===== src/rtl/muldiv_pkg.sv =====
`default_nettype none
// ============================================================================
//  Module      : muldiv_pkg
//  Description : Shared definitions for the RV32M multiply/divide unit:
//                funct3 operation codes, the funct7 value that selects the
//                M extension (shared with the ALU control decode) and the
//                unit's FSM state encoding.
//  Revision    : 1.0  initial release
// ============================================================================
package muldiv_pkg;

    // funct7 value that, together with opcode 0110011, selects RV32M
    localparam logic [6:0] FUNCT7_MULDIV = 7'b0000001;

    // funct3 operation codes
    localparam logic [2:0] FUNCT3_MUL    = 3'b000;
    localparam logic [2:0] FUNCT3_MULH   = 3'b001;
    localparam logic [2:0] FUNCT3_MULHSU = 3'b010;
    localparam logic [2:0] FUNCT3_MULHU  = 3'b011;
    localparam logic [2:0] FUNCT3_DIV    = 3'b100;
    localparam logic [2:0] FUNCT3_DIVU   = 3'b101;
    localparam logic [2:0] FUNCT3_REM    = 3'b110;
    localparam logic [2:0] FUNCT3_REMU   = 3'b111;

    typedef enum logic [1:0] {
        IDLE = 2'd0,
        CALC = 2'd1,
        DONE = 2'd2
    } state_t;

endpackage
`default_nettype wire


===== src/rtl/muldiv_unit.sv =====
`default_nettype none
// ============================================================================
//  Module      : muldiv_unit
//  Description : Multi-cycle RV32M multiply/divide unit. One operation is
//                accepted per valid/ready handshake; multiplies use unsigned
//                shift-add and divides use restoring shift-subtract, both on
//                operand magnitudes with a sign fix-up when entering DONE.
//                The result is held until the consumer takes it.
//  Ports       : clk        rising-edge clock
//                reset      synchronous active-high reset
//                flush      squash in-flight operation
//                in_valid   request valid
//                in_ready   unit idle, can accept
//                funct3     RV32M operation select
//                A, B       rs1 / rs2 operands
//                out_valid  Result valid
//                out_ready  consumer takes result
//                Result     selected result (registered)
//  Revision    : 1.0  initial release
// ============================================================================
module muldiv_unit
    import muldiv_pkg::*;
#(
    parameter int XLEN = 32
) (
    input  logic            clk,
    input  logic            reset,
    input  logic            flush,
    input  logic            in_valid,
    output logic            in_ready,
    input  logic [2:0]      funct3,
    input  logic [XLEN-1:0] A,
    input  logic [XLEN-1:0] B,
    output logic            out_valid,
    input  logic            out_ready,
    output logic [XLEN-1:0] Result
);

    localparam int CW = $clog2(XLEN);

    state_t              r_state;
    state_t              w_state_nx;
    logic [2:0]          r_funct3;
    logic [XLEN-1:0]     r_opb;      // multiplicand (mul) or divisor (div) magnitude
    logic [2*XLEN-1:0]   r_acc;      // {hi, lo}: product, or {remainder, quotient}
    logic                r_neg;      // result needs two's-complement negation
    logic [CW-1:0]       r_cnt;
    logic [XLEN-1:0]     r_result;

    // ------------------------------------------------------------------
    // Accept-side decode
    // ------------------------------------------------------------------
    logic            w_accept;
    logic            w_is_div;
    logic            w_a_signed;
    logic            w_b_signed;
    logic            w_a_neg;
    logic            w_b_neg;
    logic [XLEN-1:0] w_a_mag;
    logic [XLEN-1:0] w_b_mag;
    logic            w_neg_init;
    logic            w_div_zero;
    logic            w_overflow;
    logic            w_special;
    logic [XLEN-1:0] w_special_res;

    assign w_accept   = in_valid && (r_state == IDLE) && !flush;
    assign w_is_div   = funct3[2];
    assign w_a_signed = (funct3 == FUNCT3_MULH) || (funct3 == FUNCT3_MULHSU) ||
                        (funct3 == FUNCT3_DIV)  || (funct3 == FUNCT3_REM);
    assign w_b_signed = (funct3 == FUNCT3_MULH) || (funct3 == FUNCT3_DIV) ||
                        (funct3 == FUNCT3_REM);
    assign w_a_neg    = w_a_signed && A[XLEN-1];
    assign w_b_neg    = w_b_signed && B[XLEN-1];
    assign w_a_mag    = w_a_neg ? ('0 - A) : A;
    assign w_b_mag    = w_b_neg ? ('0 - B) : B;

    // Remainder takes the dividend's sign; everything else is sign(A)^sign(B)
    assign w_neg_init = (w_is_div && funct3[1]) ? w_a_neg : (w_a_neg ^ w_b_neg);

    assign w_div_zero = w_is_div && (B == '0);
    assign w_overflow = w_is_div && !funct3[0] &&
                        (A == {1'b1, {(XLEN-1){1'b0}}}) && (B == '1);
    assign w_special  = w_div_zero || w_overflow;

    always_comb begin
        w_special_res = '0;
        if (w_div_zero) begin
            w_special_res = funct3[1] ? A : '1;
        end else if (w_overflow) begin
            w_special_res = funct3[1] ? '0 : A;
        end
    end

    // ------------------------------------------------------------------
    // Iteration datapath
    // ------------------------------------------------------------------
    // Multiply: add multiplicand into the high half when the multiplier LSB
    // is set, then shift the whole {carry, hi, lo} right by one.
    logic [XLEN:0]     w_mul_sum;
    logic [2*XLEN-1:0] w_mul_nx;

    assign w_mul_sum = {1'b0, r_acc[2*XLEN-1:XLEN]} + (r_acc[0] ? {1'b0, r_opb} : '0);
    assign w_mul_nx  = {w_mul_sum, r_acc[XLEN-1:1]};

    // Divide: shift {rem, quot} left; the partial remainder needs one extra
    // bit because it can reach 2*divisor-1 before the trial subtract.
    logic [XLEN:0]     w_rem_sh;
    logic              w_ge;
    logic [XLEN-1:0]   w_diff;
    logic [2*XLEN-1:0] w_div_nx;

    assign w_rem_sh = r_acc[2*XLEN-1:XLEN-1];
    assign w_ge     = (w_rem_sh >= {1'b0, r_opb});
    assign w_diff   = w_rem_sh[XLEN-1:0] - r_opb;
    assign w_div_nx = w_ge ? {w_diff, r_acc[XLEN-2:0], 1'b1}
                           : {w_rem_sh[XLEN-1:0], r_acc[XLEN-2:0], 1'b0};

    // Final result with sign fix-up, taken from the last iteration's value
    logic [2*XLEN-1:0] w_prod_fix;
    logic [XLEN-1:0]   w_div_raw;
    logic [XLEN-1:0]   w_div_fix;
    logic [XLEN-1:0]   w_final;
    logic              w_last;

    assign w_prod_fix = r_neg ? ('0 - w_mul_nx) : w_mul_nx;
    assign w_div_raw  = r_funct3[1] ? w_div_nx[2*XLEN-1:XLEN] : w_div_nx[XLEN-1:0];
    assign w_div_fix  = r_neg ? ('0 - w_div_raw) : w_div_raw;
    assign w_last     = (r_cnt == '0);

    always_comb begin
        w_final = w_prod_fix[2*XLEN-1:XLEN];
        if (r_funct3[2]) begin
            w_final = w_div_fix;
        end else if (r_funct3 == FUNCT3_MUL) begin
            w_final = w_prod_fix[XLEN-1:0];
        end
    end

    // ------------------------------------------------------------------
    // FSM
    // ------------------------------------------------------------------
    always_ff @(posedge clk) begin
        if (reset) begin
            r_state <= IDLE;
        end else begin
            r_state <= w_state_nx;
        end
    end

    always_comb begin
        w_state_nx = r_state;
        case (r_state)
            IDLE: begin
                if (w_accept) begin
                    w_state_nx = w_special ? DONE : CALC;
                end
            end
            CALC: begin
                if (w_last) begin
                    w_state_nx = DONE;
                end
            end
            DONE: begin
                if (out_ready) begin
                    w_state_nx = IDLE;
                end
            end
            default: w_state_nx = IDLE;
        endcase
        if (flush) begin
            w_state_nx = IDLE;
        end
    end

    // ------------------------------------------------------------------
    // Datapath registers
    // ------------------------------------------------------------------
    always_ff @(posedge clk) begin
        if (reset) begin
            r_funct3 <= '0;
            r_opb    <= '0;
            r_acc    <= '0;
            r_neg    <= 1'b0;
            r_cnt    <= '0;
            r_result <= '0;
        end else if (w_accept) begin
            r_funct3 <= funct3;
            r_neg    <= w_neg_init;
            r_cnt    <= CW'(XLEN-1);
            if (w_is_div) begin
                r_opb <= w_b_mag;
                r_acc <= {{XLEN{1'b0}}, w_a_mag};
            end else begin
                r_opb <= w_a_mag;
                r_acc <= {{XLEN{1'b0}}, w_b_mag};
            end
            if (w_special) begin
                r_result <= w_special_res;
            end
        end else if ((r_state == CALC) && !flush) begin
            r_acc <= r_funct3[2] ? w_div_nx : w_mul_nx;
            if (w_last) begin
                r_result <= w_final;
            end else begin
                r_cnt <= r_cnt - CW'(1);
            end
        end
    end

    assign in_ready  = (r_state == IDLE);
    assign out_valid = (r_state == DONE);
    assign Result    = r_result;

endmodule
`default_nettype wire


===== config.mk =====
export PLATFORM = sky130hd
export DESIGN_NAME = muldiv_unit
export DESIGN_NICKNAME = d
export VERILOG_FILES = /design/src/rtl/muldiv_pkg.sv /design/src/rtl/muldiv_unit.sv
export SDC_FILE = /design/constraint.sdc
export NUM_CORES = 1
export LEC_CHECK = 0
export CAP_MARGIN = 10
export CORE_MARGIN = 1.5
export CORE_UTILIZATION = 45
export CTS_BUF_LIST = sky130_fd_sc_hd__clkbuf_8
export DETAILED_ROUTE_END_ITERATION = 12
export PLACE_DENSITY = 0.63
export RECOVER_POWER = 25
export SLEW_MARGIN = 20
export SYNTH_ARGS = -nofsm -noshare
export SYNTH_HDL_FRONTEND = slang
export SYNTH_SLANG_ARGS = --single-unit

===== constraint.sdc =====
create_clock -name clk -period 4.4 [get_ports clk]
set_input_delay 0.88 -clock clk [delete_from_list [all_inputs] [get_ports clk]]
set_output_delay 0.88 -clock clk [all_outputs]
set_load 0.03 [all_outputs]

# Word level (Yosys, flattened, before mapping)
# Index checks and enable logic that the tools add are counted.
classes:
  add_sub_neg: 7
  order_cmp: 1
  eq_ne: 13
  mux: 31
  bitwise_logic: 1
  n_reduce_logical: 28
op_table:
  columns: ["op", "count"]
  rows:
  - ["$mux 32", 17]
  - ["$mux 64", 5]
  - ["$sub 1x32->32 const A", 3]
  - ["$eq 32x32->1 const B", 2]
  - ["$sub 1x64->64 const A", 1]
  - ["$add 32x32->33", 1]
  - ["$ge 33x32->1", 1]
  - ["$logic_not 32->1", 1]
  - ["$sub 32x32->32", 1]
  - ["$mux 5", 3]
  - ["$logic_and 1x1->1", 10]
  - ["$mux 2", 4]
  - ["$eq 3x3->1 const B", 2]
  - ["$logic_or 1x1->1", 6]
  - ["$ne 2x1->1 const B", 3]
  - ["$pmux 2 s3", 1]
  - ["$reduce_and 3->1", 2]
  - ["$logic_not 5->1", 1]
  - ["$sub 5x1->5 const B", 1]
  - ["$ne 2x2->1 const B", 2]
  - ["$reduce_bool 2->1", 2]
  - ["$eq 3x1->1 const B", 1]
  - ["$eq 3x2->1 const B", 1]
  - ["$logic_not 3->1", 1]
  - ["8 further kinds", 9]
word_totals:
  reg_bits: 139
  input_bits: 72
  out_inout_bits: 34
  wordCells: 88

# Depth between registers and ports, before layout
# Gate-level depths: netlist of run 1.
depth:
  depth_word: 9
  depth_mapped: 19
  mapped_depth_nobuf: 17

# Worst setup path after synthesis of run 1
# Ideal clock, no wire load.
synth_path:
  path_type: "register -> register"
  start: "register r_acc[0]"
  end: "register r_result[29], in the netlist Result[29]"
  setup_time_ns: 0.086
  arrival_time_ns: 4.208
  required_time_ns: 4.314
  setup_slack_ns: 0.106
  stages_incl_launch_ff: 18
  n_path_buf: 1
  path_cell_list: "dfxtp_1 > clkbuf_1 > and2_1 > ha_1 > fa_1 > a21o_1 > a31oi_1 > or4_1 > a311oi_1 > o211a_1 > a211oi_1 > nor4_1 > nand4bb_1 > or2_4 > o41a_1 > xor2_1 > a21oi_2 > a211oi_1"
synth_via:
  elab_chain_len: 9
  elab_cells_between_ends: 13
  cone_classes: "3 x add/sub; 10 x mux"
synth_lines:
  columns: ["item", "line", "text"]
  rows:
  - ["from (decl)", "muldiv_unit.sv:45", "logic [2*XLEN-1:0] r_acc;"]
  - ["from (signal assigned)", "muldiv_unit.sv:193", "r_acc <= {{XLEN{1'b0}}, w_a_mag};"]
  - ["from (signal assigned)", "muldiv_unit.sv:196", "r_acc <= {{XLEN{1'b0}}, w_b_mag};"]
  - ["from (signal assigned)", "muldiv_unit.sv:202", "r_acc <= r_funct3[2] ? w_div_nx : w_mul_nx;"]
  - ["$mux 32", "muldiv_unit.sv:103", "assign w_mul_sum = {1'b0, r_acc[2*XLEN-1:XLEN]} + (r_acc[0] ? {1'b0, r_opb} : '0);"]
  - ["$add 32x32->33", "muldiv_unit.sv:103", null]
  - ["$sub 1x64->64", "muldiv_unit.sv:126", "assign w_prod_fix = r_neg ? ('0 - w_mul_nx) : w_mul_nx;"]
  - ["$mux 64", "muldiv_unit.sv:126", null]
  - ["$mux 32", "muldiv_unit.sv:135", "end else if (r_funct3 == FUNCT3_MUL) begin"]
  - ["$mux 32 (*)", "muldiv_unit.sv:133", "if (r_funct3[2]) begin"]
  - ["$mux 32 (*)", "muldiv_unit.sv:203", "if (w_last) begin"]
  - ["$mux 32 (*)", "muldiv_unit.sv:201", "end else if ((r_state == CALC) && !flush) begin"]
  - ["$mux 32 (*)", "muldiv_unit.sv:187", "end else if (w_accept) begin"]
  - ["to (signal assigned)", "muldiv_unit.sv:199", "r_result <= w_special_res;"]
  - ["to (signal assigned)", "muldiv_unit.sv:204", "r_result <= w_final;"]
  - ["to (decl)", "muldiv_unit.sv:48", "logic [XLEN-1:0] r_result;"]
# Mark *: on every way between the ends. The rest lies on a longest branch, timed or not. The select of a mux whose other input is x is not followed.
# A chain may end at the register's enable or synchronous reset.

# Final worst setup path of run 1
layout_path:
  start: "register r_acc[0]"
  end: "register r_result[31], in the netlist Result[31]"
# Same word-level chain as after synthesis.

==> results of run 1 <==
## cell families (layout without fill, tap and decap cells)
| group | count (synthesis) | in the layout |
|---|---|---|
| AO/OA/AOI/OAI | 785 | 785 |
| flip-flops | 139 | 139 |
| other | 0 | 3 |
| buffers and inverters | 251 | 516 |
| adder cells (fa/ha/maj) | 73 | 73 |
| XOR/XNOR | 181 | 181 |
| AND/OR/NAND/NOR | 909 | 909 |
| multiplexers | 69 | 69 |
## worst paths after layout
| check | startpoint | endpoint | slack, ns | depth (start not counted) |
|---|---|---|---|---|
| max | r_acc[0] | Result[31] | 0.05 | 16 |
| min | r_opb[26] | r_opb[26] | 0.47 | 2 |
| max reg2reg | r_acc[0] | Result[31] | 0.05 | 16 |
| min reg2reg | r_opb[26] | r_opb[26] | 0.47 | 2 |
## sequential cells by signal, summed over array words and instances (netlist names)
signal	count
Result	32
r_acc	64
r_cnt	5
r_funct3	3
r_neg	1
r_opb	32
r_state	2
## through the flow
stage | power (uW) | hold slack, ns | TNS [ns] | area (sq um) | std cells
final | 4640 | 0.468 | 0 | 20800 | 3136
after global routing | 4820 | 0.480 | -0.0678 | 20700 | 3133
after CTS | 4470 | 0.467 | 0 | 20000 | 3118
after detailed placement | 3350 | 0.457 | -2.72 | 19500 | 3088
after global placement | 3330 | 0.456 | -2.34 | 19500 | 3088
after floorplan | 2520 | 0.440 | 0 | 16300 | 2407
## cells in the final DEF (no fill, tap or decap), types with 13 or more instances in the layout
cell type / count
buf_4: 304
nor2_1: 284
nand2_1: 246
a21oi_1: 231
o21ai_0: 158
dfxtp_1: 123
xnor2_1: 108
nor3_1: 73
xor2_1: 71
clkdlybuf4s50_1: 69
inv_1: 65
mux2i_1: 65
nand3_1: 57
a211oi_1: 51
o211ai_1: 50
ha_1: 50
and2_1: 47
nand4_1: 35
dlygate4sd3_1: 34
a21o_1: 30
a31oi_1: 29
o31ai_1: 25
or3_1: 23
clkbuf_8: 20
nor4_1: 18
nor2b_1: 17
o21a_1: 16
dfxtp_2: 15
a22oi_1: 14
a21oi_2: 13
## metal layers
metal  vias to the layer above  part of all wire, %  wire [um]
met3                       229                  9.1       6980
met5                         -                    0          0
met2                      1085                   44      34100
li1                       9259                    -          -
met4                         0                  6.2       4760
met1                      9399                   40      30900
## power breakdown
group	leakage (uW)	internal (uW)	switching (uW)
Combinational	0.00676	829	1300
Sequential	0.00114	1310	70.1
Clock	0.000201	543	583
## worst max-delay path, cell delays in order (launching register included)
cell and delay, ns:
dfxtp_2 0.35, buf_12 0.15, and2_1 0.15, ha_1 0.32
nand4_1 0.15, o21bai_1 0.52, buf_4 0.21, nor2_1 0.08
a311oi_2 0.20, buf_4 0.17, o31a_1 0.26, a41oi_1 0.18
xnor2_1 0.19, or4_4 0.54, o311a_1 0.35, o21ai_0 0.29
a31oi_1 0.13
## final cells by class
cell class / count / area, sq um / area share (%)
well taps: 461 / 577 / 2.78
inverters: 67 / 251 / 1.21
clock buffers: 20 / 275 / 1.33
clock inverters: 10 / 118 / 0.567
multi-input cells: 2017 / 13200 / 63.8
flip-flops and latches: 139 / 2810 / 13.5
diodes: 3 / 7.51 / 0.0362
repair buffers: 419 / 3470 / 16.7
## cell usage after synthesis, drive strengths merged, types with 17 or more instances
cell    number
nor2       292
nand2      250
a21oi      246
o21ai      171
clkbuf     156
dfxtp      139
xnor2      108
nor3        77
xor2        73
ha          71
inv         66
mux2i       66
nand3       59
a211oi      57
o211ai      51
and2        50
a31oi       37
nand4       35
o31ai       33
a21o        31
buf         28
or3         27
nor4        26
nor2b       17
o21a        17
## what timing repair did
| action | in CTS | in global routing |
|---|---|---|
| endpoints found under the setup margin | 17 | 21 |
| buffers inserted | 0 | 17 |
| gates resized for setup | 23 | 134 |
| pin swaps | 4 | 38 |
| hold endpoints to repair | 0 | 0 |
==> results.sh, run 1 <==
export IMPL_synth_fa_ha_area_share_pct=5.71
export IMPL_grt_met1_usage_pct=51.8
export IMPL_clock_path_buffers=2
export IMPL_yosysWarningCount=0
export IMPL_fmax_mhz=230
export IMPL_drc=0
export IMPL_grt_pass1_wl_mm=113
export IMPL_clock_skew_ns=0.0162
export IMPL_num_io_pins=106
export IMPL_dr_pass1_iters=6
export IMPL_yosys_area_share_simple_pct=26.5
export IMPL_vdd_ir_drop_max_mv=0.192
export IMPL_die_x_um=193
export IMPL_ys_async_sr_fraction_pct=0
export IMPL_first_global_vias=18300
export IMPL_status="finished clean"
export IMPL_cts_sinks=139
export IMPL_grt_max_degree=88
export IMPL_final_max_slew_viol_count=0
export IMPL_routed_wl_mm=76.7
export IMPL_critPathArrivalTime_ns=4.75
export IMPL_hpwl_mm=61.1
export IMPL_ant_nets=0
export IMPL_synth_nets=2552
export IMPL_synth_top_family_by_area="compound AO/OA/AOI/OAI gates"
export IMPL_synth_compound_area_share_pct=30.8
export IMPL_synthXorXnorAreaFrac_pct=9.74
export IMPL_worst_pin_slew_ns=1.17
export IMPL_path_class="flop to flop"
export IMPL_routedWlPerCell_um=24.5
export IMPL_fillers=3553
export IMPL_yosys_area_top_type="dfxtp_1"
export IMPL_start_util_pct=45.7
export IMPL_start_kind="flop"
export IMPL_gr_usage_all_layers_pct=40.5
export IMPL_p_per_area_mw_per_mm2=223
export IMPL_yosysTopAreaCellShare_pct=17.1
export IMPL_post_route_min_period_ns=4.35
export IMPL_clkSlewWorstSetupHoldPaths_ns=0.09
export IMPL_cts_tree="done"
export IMPL_synthMuxAreaShare_pct=4.27
export IMPL_layout_setup_ws_ns=0.0452
export IMPL_ys_seq_elements=139
export IMPL_fin_crit_sh_pct=99.0
export IMPL_antenna_found_initial=4
export IMPL_gr_usage_met3_pct=7.98
export IMPL_postSynthCellCount=2407
export IMPL_coreArea_sq_mm=0.0356
export IMPL_pre_cts_ws_ns=-0.401
export IMPL_gp_congestion=0.997
export IMPL_die_h_um=193
export IMPL_syn2layout_area_growth_pct=27.6
export IMPL_total_leakage_power_uw=0.00810
export IMPL_die_area_sq_mm=0.0373
export IMPL_synth_distinct_cells=86
export IMPL_drt_iter0_markers=2232
export IMPL_cts_hold_buf=0
export IMPL_worstPathRequired_ns=4.80
export IMPL_maxCapViolations=0
export IMPL_hp_class="flop to flop"
export IMPL_crit_fanout=11
export IMPL_ys_flop_type="dfxtp_1"
export IMPL_num_vias=20000
export IMPL_io_buffers=105
export IMPL_final_hold_violation_count=0
export IMPL_cp_end_kind="flop"
export IMPL_gr_total_overflow=0
export IMPL_setup_violations_final=0
export IMPL_maxSlewHeadroom_pct=22.1
export IMPL_htree_num_levels=4
export IMPL_num_rows=69
export IMPL_syn_mean_instance_area_sq_um=6.76
export IMPL_numCtsBuffers=17
export IMPL_synth_edf_count=0
export IMPL_use_met2_pct=63.4
export IMPL_top_usage_layer="met2"
export IMPL_root_buffer="clkbuf_8"
export IMPL_syn_cell_area_sq_mm=0.0163
export IMPL_drive_above_1_share_pct=19.5
export IMPL_clock_latency_ns=0.51
export IMPL_yosysSeqAreaShare_pct=17.1
export IMPL_vias_per_cell=6.37
export IMPL_postLayoutCoreUtil_pct=58.3
export IMPL_synth_area_leaders="dfxtp_1, a21oi_1, nor2_1"
export IMPL_fin_nets=2806
No activity file was read; power rests on OpenSTA's default activity.
==> inputs of run 2 (changes only) <==
--- a/config.mk
+++ b/config.mk
@@ -11,7 +11,7 @@
 export CTS_BUF_LIST = sky130_fd_sc_hd__clkbuf_8
 export DETAILED_ROUTE_END_ITERATION = 12
 export PLACE_DENSITY = 0.63
-export RECOVER_POWER = 25
+export RECOVER_POWER = 50
 export SLEW_MARGIN = 20
 export SYNTH_ARGS = -nofsm -noshare
 export SYNTH_HDL_FRONTEND = slang
==> run 2 against run 1 <==
Against the previous run: the run now ends with max-capacitance violations, max-slew violations left; highest routed layer is now met5; register-to-register slack better by 0.02 ns; utilization down 0.074 points; wire length about the same; clock power about the same; via count down 0.25%; critical endpoint is now r_acc[51]; largest power group unchanged; cell count about the same; sequential share of layout area about the same; first-iteration DRC count down 3.7%.
==> results.sh, run 2 (synthesized netlist as in run 1, its figures left out) <==
export IMPL_pre_cts_ws_ns=-0.401
export IMPL_fin_crit_sh_pct=99.3
export IMPL_root_buffer="clkbuf_8"
export IMPL_dr_pass1_iters=6
export IMPL_die_x_um=193
export IMPL_routedWlPerCell_um=24.5
export IMPL_layout_commonest_cell="buf_4"
export IMPL_cts_sinks=139
export IMPL_num_io_pins=106
export IMPL_largest_register_ffs=64
export IMPL_htree_num_levels=4
export IMPL_clock_skew_ns=0.0161
export IMPL_fin_nets=2806
export IMPL_worstHoldStart="r_opb[26]"
export IMPL_clock_path_buffers=2
export IMPL_vdd_ir_drop_max_mv=0.193
export IMPL_drt_iter0_markers=2150
export IMPL_coreArea_sq_mm=0.0356
export IMPL_maxSlewHeadroom_pct=-31.6
export IMPL_vias_per_cell=6.35
export IMPL_r2r_start="r_acc[0]"
export IMPL_grt_max_degree=88
export IMPL_clock_latency_ns=0.51
export IMPL_regMostFlops="r_acc"
export IMPL_io_buffers=105
export IMPL_final_cell_mix="buf_4, nor2_1, nand2_1"
export IMPL_cp_end_kind="flop"
export IMPL_finish_instance_area_sq_mm=0.0207
export IMPL_cp_startpoint="flush"
export IMPL_fmax_mhz=229
export IMPL_crit_path_max_incr_delay_ns=1.51
export IMPL_routed_wl_mm=76.8
export IMPL_worst_pin_slew_ns=1.97
export IMPL_clkSlewWorstSetupHoldPaths_ns=0.09
export IMPL_final_hold_violation_count=0
export IMPL_antenna_found_initial=4
export IMPL_place_area_sq_mm=0.0195
export IMPL_hpwl_mm=61.1
export IMPL_critPathArrivalTime_ns=4.81
export IMPL_path_class="input pin to flop"
export IMPL_maxCapViolations=1
export IMPL_start_kind="input pin"
export IMPL_cp_cell_sequence="dlygate4sd3_1, nand2b_1, nor3_1, clkbuf_1, nor2_2, clkbuf_2, a22oi_1, nor2_1"
export IMPL_violations="max-capacitance violations, max-slew violations"
export IMPL_syn2layout_area_growth_pct=27.4
export IMPL_ant_nets=0
export IMPL_num_rows=69
export IMPL_grt_pass1_wl_mm=113
export IMPL_drive_above_1_share_pct=19.3
export IMPL_setup_violations_final=0
export IMPL_post_route_min_period_ns=4.37
export IMPL_total_leakage_power_uw=0.00809
export IMPL_drc=0
export IMPL_crit_fanout=36
export IMPL_gp_congestion=0.997
export IMPL_start_util_pct=45.7
export IMPL_final_max_slew_viol_count=37
export IMPL_gr_usage_all_layers_pct=40.5
export IMPL_layout_setup_ws_ns=0.0294
export IMPL_status="finished, violations left"
export IMPL_worstPathRequired_ns=4.84
export IMPL_gr_total_overflow=0
export IMPL_die_h_um=193
export IMPL_numCtsBuffers=17
export IMPL_postLayoutCoreUtil_pct=58.3
export IMPL_num_vias=19900
export IMPL_hp_class="flop to flop"
export IMPL_die_area_sq_mm=0.0373
export IMPL_p_per_area_mw_per_mm2=223
export IMPL_first_global_vias=18300
export IMPL_cts_tree="done"
export IMPL_critPathSlowestCell="nor2_2"
[run 2: changes by cell type in the layout (fill, tap and decap cells not counted)]
cell / before / now
nor2_2: 6 / 7
nor2_4: 2 / 1
clkbuf_1: 1 / 4
nor3_1: 73 / 74
diode_2: 3 / 2
nor3_2: 3 / 2
buf_4: 304 / 300
dlygate4sd3_1: 34 / 36
clkbuf_2: 1 / 2
clkdlybuf4s50_1: 69 / 67
[run 2: per-stage QoR]
| stage | total power [uW] | std cells | setup TNS (ns) | hold WS [ns] |
|---|---|---|---|---|
| after detailed placement | 3350 | 3088 | -2.72 | 0.457 |
| after floorplan | 2520 | 2407 | 0 | 0.440 |
| after CTS | 4470 | 3118 | 0 | 0.467 |
| final | 4630 | 3135 | 0 | 0.468 |
| after global placement | 3330 | 3088 | -2.34 | 0.456 |
| after global routing | 4810 | 3133 | -0.0678 | 0.480 |
[run 2: what timing repair did]
item                       CTS  global route
resized for setup           23           134
hold buffers                 0             0
pin swaps                    4            38
buffers inserted             0            17
setup endpoints to repair   17            21
[run 2: power breakdown]
part,switching (uW),internal [uW]
registers,69.8,1310
logic,1300,826
clock network,580,543
[run 2: area by class of cell]
cell class | count | area [sq um]
Antenna cell | 2 | 5.00
Clock buffer | 20 | 275
Clock inverter | 10 | 118
Fill cell | 3558 | 14800
Inverter | 67 | 251
Multi-Input combinational cell | 2017 | 13200
Sequential cell | 139 | 2810
Tap cell | 461 | 577
Timing Repair Buffer | 419 | 3460
[run 2: worst paths after layout]
path | to | depth (start not counted) | slack [ns]
worst max-delay path | r_acc[51] | 8 | 0.03
worst min-delay path | r_opb[26] | 2 | 0.47
worst max register to register | Result[31] | 18 | 0.07
worst min register to register | r_opb[26] | 2 | 0.47
[run 2: worst max-delay path: cells and delay by family]
| kind | cells | cell delay (ns) |
|---|---|---|
| AO/OA/AOI/OAI | 1 | 0.22 |
| buffers and inverters | 3 | 1.67 |
| AND/OR/NAND/NOR | 4 | 2.02 |
[run 2: per-layer routing]
layer	share of wire, %	GRT usage [%]	wire (um)
met5	0.017	0	13
met1	41	51.8	31200
met4	6.2	23.0	4780
met3	8.8	7.98	6790
met2	44	63.4	34000
